## config.mk

```make
export PLATFORM = sky130hd
export DESIGN_NAME = synapse_scheduler_flat
export DESIGN_NICKNAME = d
export VERILOG_FILES = /design/src/rtl/synapse_scheduler_if.sv /design/src/rtl/synapse_scheduler.sv /design/src/flat_wrapper.sv
export SDC_FILE = /design/constraint.sdc
export NUM_CORES = 1
export LEC_CHECK = 0
export CAP_MARGIN = 20
export CORE_MARGIN = 4
export CORE_UTILIZATION = 53
export DETAILED_ROUTE_END_ITERATION = 12
export PLACE_DENSITY = 0.83
export SYNTH_ARGS = -nofsm -noshare
export SYNTH_HDL_FRONTEND = slang
export SYNTH_SLANG_ARGS = --single-unit
```

## constraint.sdc

```tcl
create_clock -name clk -period 4.1 [get_ports clk]
set_input_delay 0.82 -clock clk [delete_from_list [all_inputs] [get_ports clk]]
set_output_delay 0.82 -clock clk [all_outputs]
set_load 0.1 [all_outputs]
```

## src/rtl/synapse_scheduler_if.sv

```systemverilog
// synapse_scheduler_if: result handshake toward the neuron update stage.
interface synapse_scheduler_if #(
    parameter int NW = 4
);
    logic          valid;
    logic          ready;
    logic [NW-1:0] neuron;
    logic [15:0]   sum;

    modport master (output valid, neuron, sum, input ready);
    modport slave  (input valid, neuron, sum, output ready);
endinterface

```

## src/rtl/synapse_scheduler.sv

```systemverilog
// synapse_scheduler: per-tick neuron/axon sweep feeding the synapse unit.
// Optional macro SYN_SCHED_SKIP_EN: visit only active axons.
module synapse_scheduler #(
    parameter int         N_AXONS   = 16,
    parameter int         N_NEURONS = 16,
    parameter logic [7:0] LFSR_SEED = 8'hA5,
    localparam int        NW = (N_NEURONS > 1) ? $clog2(N_NEURONS) : 1
) (
    input  logic                 clk,
    input  logic                 rst,
    input  logic                 tick,
    input  logic [N_AXONS-1:0]   axon_spikes,
    input  logic [2*N_AXONS-1:0] axon_types,
    output logic [NW-1:0]        xbar_rd_addr,
    input  logic [N_AXONS-1:0]   xbar_rd_data,
    input  logic [20:0]          param_rd_data,
    output logic [7:0]           syn_neuron_instruction,
    output logic                 syn_sign_select,
    output logic [3:0]           syn_synaptic_weights,
    output logic                 syn_stoch_det_mode_select,
    output logic [7:0]           syn_random_number,
    input  logic [7:0]           syn_synapse_output,
    synapse_scheduler_if.master  res,
    output logic                 busy,
    output logic                 done,
    output logic                 tick_overrun
);
    localparam int AW = (N_AXONS > 1) ? $clog2(N_AXONS) : 1;

    typedef enum logic [2:0] {IDLE, FETCH, LOAD, INTEG, EMIT, DONE} state_t;

    state_t               state, state_nx;
    logic [N_AXONS-1:0]   spikes_q, row_q;
    logic [2*N_AXONS-1:0] types_q;
    logic [20:0]          param_q;
    logic [NW-1:0]        n_q;
    logic [15:0]          acc_q, acc_sat;
    logic [16:0]          sum_w;
    logic [7:0]           lfsr_q, lfsr_nx;
    logic                 overrun_q;
    logic [AW-1:0]        a_cur;
    logic                 last_axon, act, sign, in_integ, last_n;
    logic [1:0]           typ;
    logic [3:0]           weight;

`ifdef SYN_SCHED_SKIP_EN
    logic [N_AXONS-1:0] mask_q;
    logic [N_AXONS-1:0] a_onehot;

    // Lowest-index active axon still pending in this neuron's row
    always_comb begin
        a_cur = '0;
        for (int i = N_AXONS - 1; i >= 0; i--)
            if (mask_q[i]) a_cur = AW'(i);
    end
    assign a_onehot  = N_AXONS'(1) << a_cur;
    assign last_axon = (mask_q & ~a_onehot) == '0;

    always_ff @(posedge clk) begin
        if (rst) mask_q <= '0;
        else if (state == LOAD) mask_q <= spikes_q & xbar_rd_data;
        else if (state == INTEG) mask_q <= mask_q & ~a_onehot;
    end
`else
    logic [AW-1:0] a_q;

    assign a_cur     = a_q;
    assign last_axon = a_q == AW'(N_AXONS - 1);

    always_ff @(posedge clk) begin
        if (rst) a_q <= '0;
        else if (state == LOAD) a_q <= '0;
        else if (state == INTEG) a_q <= a_q + 1'b1;
    end
`endif

    assign in_integ = state == INTEG;
    assign last_n   = n_q == NW'(N_NEURONS - 1);
    assign typ      = types_q[{a_cur, 1'b0} +: 2];
    assign act      = spikes_q[a_cur] & row_q[a_cur];
    assign weight   = param_q[{typ, 2'b00} +: 4];
    assign sign     = param_q[5'd16 + {3'b0, typ}];

    assign sum_w   = {acc_q[15], acc_q} + {{9{syn_synapse_output[7]}}, syn_synapse_output};
    assign acc_sat = (sum_w[16] != sum_w[15]) ? (sum_w[16] ? 16'h8000 : 16'h7FFF)
                                              : sum_w[15:0];
    assign lfsr_nx = {lfsr_q[6:0], lfsr_q[7] ^ lfsr_q[5] ^ lfsr_q[4] ^ lfsr_q[3]};

    assign syn_neuron_instruction    = {7'b0, in_integ & act};
    assign syn_sign_select           = in_integ & sign;
    assign syn_synaptic_weights      = in_integ ? weight : 4'd0;
    assign syn_stoch_det_mode_select = in_integ & param_q[20];
    assign syn_random_number         = lfsr_q;
    assign xbar_rd_addr              = (state == FETCH) ? n_q : '0;

    assign res.valid    = state == EMIT;
    assign res.neuron   = (state == EMIT) ? n_q : '0;
    assign res.sum      = (state == EMIT) ? acc_q : 16'd0;
    assign busy         = state != IDLE;
    assign done         = state == DONE;
    assign tick_overrun = overrun_q;

    always_comb begin
        state_nx = state;
        unique case (state)
            IDLE:  if (tick) state_nx = FETCH;
            FETCH: state_nx = LOAD;
`ifdef SYN_SCHED_SKIP_EN
            LOAD:  state_nx = |(spikes_q & xbar_rd_data) ? INTEG : EMIT;
`else
            LOAD:  state_nx = INTEG;
`endif
            INTEG: if (last_axon) state_nx = EMIT;
            EMIT:  if (res.ready) state_nx = last_n ? DONE : FETCH;
            DONE:  state_nx = IDLE;
            default: state_nx = IDLE;
        endcase
    end

    always_ff @(posedge clk) begin
        if (rst) begin
            state     <= IDLE;
            spikes_q  <= '0;
            types_q   <= '0;
            row_q     <= '0;
            param_q   <= '0;
            n_q       <= '0;
            acc_q     <= '0;
            lfsr_q    <= LFSR_SEED;
            overrun_q <= 1'b0;
        end else begin
            state <= state_nx;
            if (tick && state != IDLE) overrun_q <= 1'b1;
            if (state == IDLE && tick) begin
                spikes_q <= axon_spikes;
                types_q  <= axon_types;
                n_q      <= '0;
            end
            if (state == LOAD) begin
                row_q   <= xbar_rd_data;
                param_q <= param_rd_data;
                acc_q   <= '0;
            end
            if (in_integ) begin
                acc_q  <= acc_sat;
                lfsr_q <= lfsr_nx;
            end
            if (state == EMIT && res.ready && !last_n) n_q <= n_q + 1'b1;
        end
    end
endmodule
```

## src/flat_wrapper.sv

```systemverilog
// flat-port wrapper written by rule: the top's interface ports become plain ports
module synapse_scheduler_flat 
#(
    parameter int         N_AXONS   = 16,
    parameter int         N_NEURONS = 16,
    parameter logic [7:0] LFSR_SEED = 8'hA5,
    localparam int        NW = (N_NEURONS > 1) ? $clog2(N_NEURONS) : 1
)
  (clk, rst, tick, axon_spikes, axon_types, xbar_rd_addr, xbar_rd_data, param_rd_data, syn_neuron_instruction, syn_sign_select, syn_synaptic_weights, syn_stoch_det_mode_select, syn_random_number, syn_synapse_output, busy, done, tick_overrun, res_valid, res_neuron, res_sum, res_ready);
  synapse_scheduler_if res_i ();
  input  logic clk;
  input  logic rst;
  input  logic tick;
  input  logic [N_AXONS-1:0] axon_spikes;
  input  logic [2*N_AXONS-1:0] axon_types;
  output logic [NW-1:0] xbar_rd_addr;
  input  logic [N_AXONS-1:0] xbar_rd_data;
  input  logic [20:0] param_rd_data;
  output logic [7:0] syn_neuron_instruction;
  output logic syn_sign_select;
  output logic [3:0] syn_synaptic_weights;
  output logic syn_stoch_det_mode_select;
  output logic [7:0] syn_random_number;
  input  logic [7:0] syn_synapse_output;
  output logic busy;
  output logic done;
  output logic tick_overrun;
  output wire logic [$bits(res_i.valid)-1:0] res_valid;
  output wire logic [$bits(res_i.neuron)-1:0] res_neuron;
  output wire logic [$bits(res_i.sum)-1:0] res_sum;
  input wire logic [$bits(res_i.ready)-1:0] res_ready;
  assign res_valid = res_i.valid;
  assign res_neuron = res_i.neuron;
  assign res_sum = res_i.sum;
  assign res_i.ready = res_ready;
  synapse_scheduler #(.N_AXONS(N_AXONS), .N_NEURONS(N_NEURONS), .LFSR_SEED(LFSR_SEED)) u_core (.clk(clk), .rst(rst), .tick(tick), .axon_spikes(axon_spikes), .axon_types(axon_types), .xbar_rd_addr(xbar_rd_addr), .xbar_rd_data(xbar_rd_data), .param_rd_data(param_rd_data), .syn_neuron_instruction(syn_neuron_instruction), .syn_sign_select(syn_sign_select), .syn_synaptic_weights(syn_synaptic_weights), .syn_stoch_det_mode_select(syn_stoch_det_mode_select), .syn_random_number(syn_random_number), .syn_synapse_output(syn_synapse_output), .res(res_i), .busy(busy), .done(done), .tick_overrun(tick_overrun));
endmodule
```

==> results.cfg <==
[run_status]
status = finished, final reports clean

[drt]
via_count = 5592
postRouteWirelength_um = 16000
first_pass_iters = 7
route.detailed.drc = 0
drt_iter0_drc = 389
wl_per_cell_um = 16.1
viasPerCell = 5.65
drtAntennaViolNets = 0

[logic_synthesis]
ys_dominant_reg_cell = dfxtp_1
seq_area_frac_synth = 0.411
netlist-cell-type-count = 44
syn_area_um2 = 5900
synth_cells = 726
synthArstFlopShare = 0
synth.avg_cell_area_um2 = 8.13
synth_seq_cells = 121
synth_edf_count = 0
yosys_warnings = 0

[global_route]
grt_pass1_vias = 5510
grt_usage = 0.243
grt_max_degree = 107
grt_pass1_wl_um = 25500
antenna_found_initial = 0
gr-total-overflow = 0

[clock_tree]
cts_tree = done
cts_setup_buffers = 0
htreeDepth = 4
clock_sinks = 121
clkTransAtPathRegs_ns = 0.06
clkLatencyLatePin_ns = 0.53
cts_root_buffer = clkbuf_8
cts_buffer_depth = 2
ctsResizeCount = 0
cts_buffers = 17
hold_buffers = 0

[floorplan]
core_area_um2 = 10900
die-area_um2 = 12900
boundaryPins = 147
die_h_um = 114
initial_core_util = 0.542
fp.dieW_um = 114
rows = 38

[sta]
finalHoldViolations = 0
relSlewSlack = 0.303
period_minus_slack_ns = 3.96
period_share = 0.965
whs_ns = 0.453
fmax_mhz = 253
fin_ws_ns = 0.145
maxSlewViolCount = 0
worst_clock_skew_ns = 0.0146
setup-tns-final_ns = 0
setup-violations-final = 0
grt_setup_unrepaired = false
max_slew.worst_pin.slew_ns = 1.05

[power]
powerDensity_nw_per_um2 = 470
ir_drop_mv = 0.356
p_leak_nw = 3.07

[setup_path]
startpoint_type = flip-flop
path_max_fanout = 12
crit_slowest_cell = dfxtp_1
crit_path_cell_trace = mux4_2, nor2b_1, a211oi_1, a21oi_1, mux4_2, and2_1, buf_12
end_kind = output port
r2r_cells = 10
cp.arrival_ns = 3.14
crit_path_max_incr_delay_ns = 0.74
cpMostUsedCell = mux4_2
path_class = flip-flop to output port
cp.required_ns = 3.28

[placed_design]
hpwl_um = 11000
place_ws_ns = 0.382
placed_cell_area_um2 = 7250
io_buffers = 139
gp_congestion = 0.856

[final_layout]
drive_above_1_share = 0.109
layout-area-overhead-vs-synth_pct = 33.5
design_area_um2 = 7870
fillers = 824
layout.nets = 954
utilization = 0.723
diodes = 0

[hold_path]
hold_path.class = flip-flop to flip-flop
min_path_cells = 2

[job]
cap_violations = 0
-- cells in the mapped netlist, types with 5 or more instances --
| master | instances | area [µm²] |
|---|---|---|
| dfxtp_1 | 121 | 2420 |
| mux2i_1 | 6 | 60.1 |
| nand3_1 | 14 | 70.1 |
| ha_1 | 18 | 225 |
| a21o_1 | 7 | 52.6 |
| buf_2 | 6 | 30.0 |
| buf_4 | 15 | 113 |
| nor3_1 | 7 | 35.0 |
| a221o_1 | 15 | 150 |
| nand2_1 | 210 | 788 |
| xor2_1 | 6 | 52.6 |
| and2_1 | 32 | 200 |
| a21oi_1 | 109 | 546 |
| o21ai_0 | 13 | 65.1 |
| clkbuf_1 | 39 | 146 |
| xnor2_1 | 15 | 131 |
| mux4_2 | 14 | 315 |
| o211ai_1 | 7 | 52.6 |
| a211oi_1 | 5 | 37.5 |
| nor2_1 | 23 | 86.3 |
| nand2b_1 | 5 | 31.3 |
-- per-stage QoR --
step / power [mW] / instances
final: 3.70 / 990
after global routing: 3.86 / 990
after CTS: 3.71 / 989
after detailed placement: 2.17 / 958
after global placement: 2.14 / 956
after floorplan: 1.94 / 732
-- where the power goes --
| group | switching [mW] | leakage [nW] | internal, mW |
|---|---|---|---|
| Sequential | 0.0816 | 0.986 | 1.30 |
| Clock | 0.508 | 0.298 | 1.03 |
| Combinational | 0.481 | 1.78 | 0.303 |
| Total | 1.07 | 3.07 | 2.63 |
-- cell usage in the layout, fill, tap and decap left out, types with 6 or more instances in the layout --
cell type / n
xor2_1: 6
and2_1: 32
conb_1: 7
o21ai_0: 13
a21oi_1: 109
mux4_2: 14
nand2_1: 210
a21o_1: 7
nand3_1: 14
xnor2_1: 15
dfxtp_1: 120
clkdlybuf4s50_1: 106
a221o_1: 15
clkbuf_16: 16
mux2i_1: 6
buf_4: 39
o211ai_1: 7
nor3_1: 7
nor2_1: 22
ha_1: 18
-- area by class of cell --
cell class              instances  area, µm²  share of cell area
multi-input cells             546       3200               0.407
flip-flops and latches        121       2420               0.308
repair buffers                150       1450               0.185
clock buffers                  23        467              0.0593
well taps                     140        175              0.0222
clock inverters                 8        143              0.0181
inverters                       2       7.51            0.000953
-- path summary, 6_finish.rpt --
path                      start  slack (ns)                       to
min          u_core.types_q[20]        0.45       u_core.types_q[20]
max reg2reg     u_core.acc_q[0]        1.25          u_core.acc_q[5]
max             u_core.a_cur[2]        0.14  syn_synaptic_weights[3]
min reg2reg  u_core.types_q[20]        0.45       u_core.types_q[20]
-- routing by layer --
metal | up-vias | track usage | wire length (µm)
met5 | - | 0 | 0
met4 | 0 | 0.102 | 407
met3 | 36 | 0.0743 | 1160
met2 | 226 | 0.399 | 7680
met1 | 2633 | 0.297 | 6700
li1 | 2697 | - | -
-- cell families after synthesis --
family | Yosys count | synth area share
flops | 121 | 0.411
other cells | 1 | 0.000636
simple gates | 309 | 0.227
fa+ha+maj | 19 | 0.0416
mux | 20 | 0.0636
buf+inv | 65 | 0.0534
compound gates | 170 | 0.172
xor+xnor | 21 | 0.0312
-- state kept, by name, summed over array words and instances (netlist names) --
signal and flops:
u_core.n_q 4, u_core.param_q 21, u_core.tick_overrun 1, u_core.spikes_q 16
u_core.state 3, u_core.syn_random_number 8, u_core.row_q 16, u_core.a_cur 4
u_core.types_q 32, u_core.acc_q 16
-- critical path, delay by kind of cell (launching register included) --
family	cells	cell delay, ns
multiplexers	2	0.75
flip-flops	1	0.74
AO/OA/AOI/OAI	2	0.62
AND/OR/NAND/NOR	2	0.34
buffers and inverters	1	0.17
Note: power is estimated with default switching activity, not from simulation.
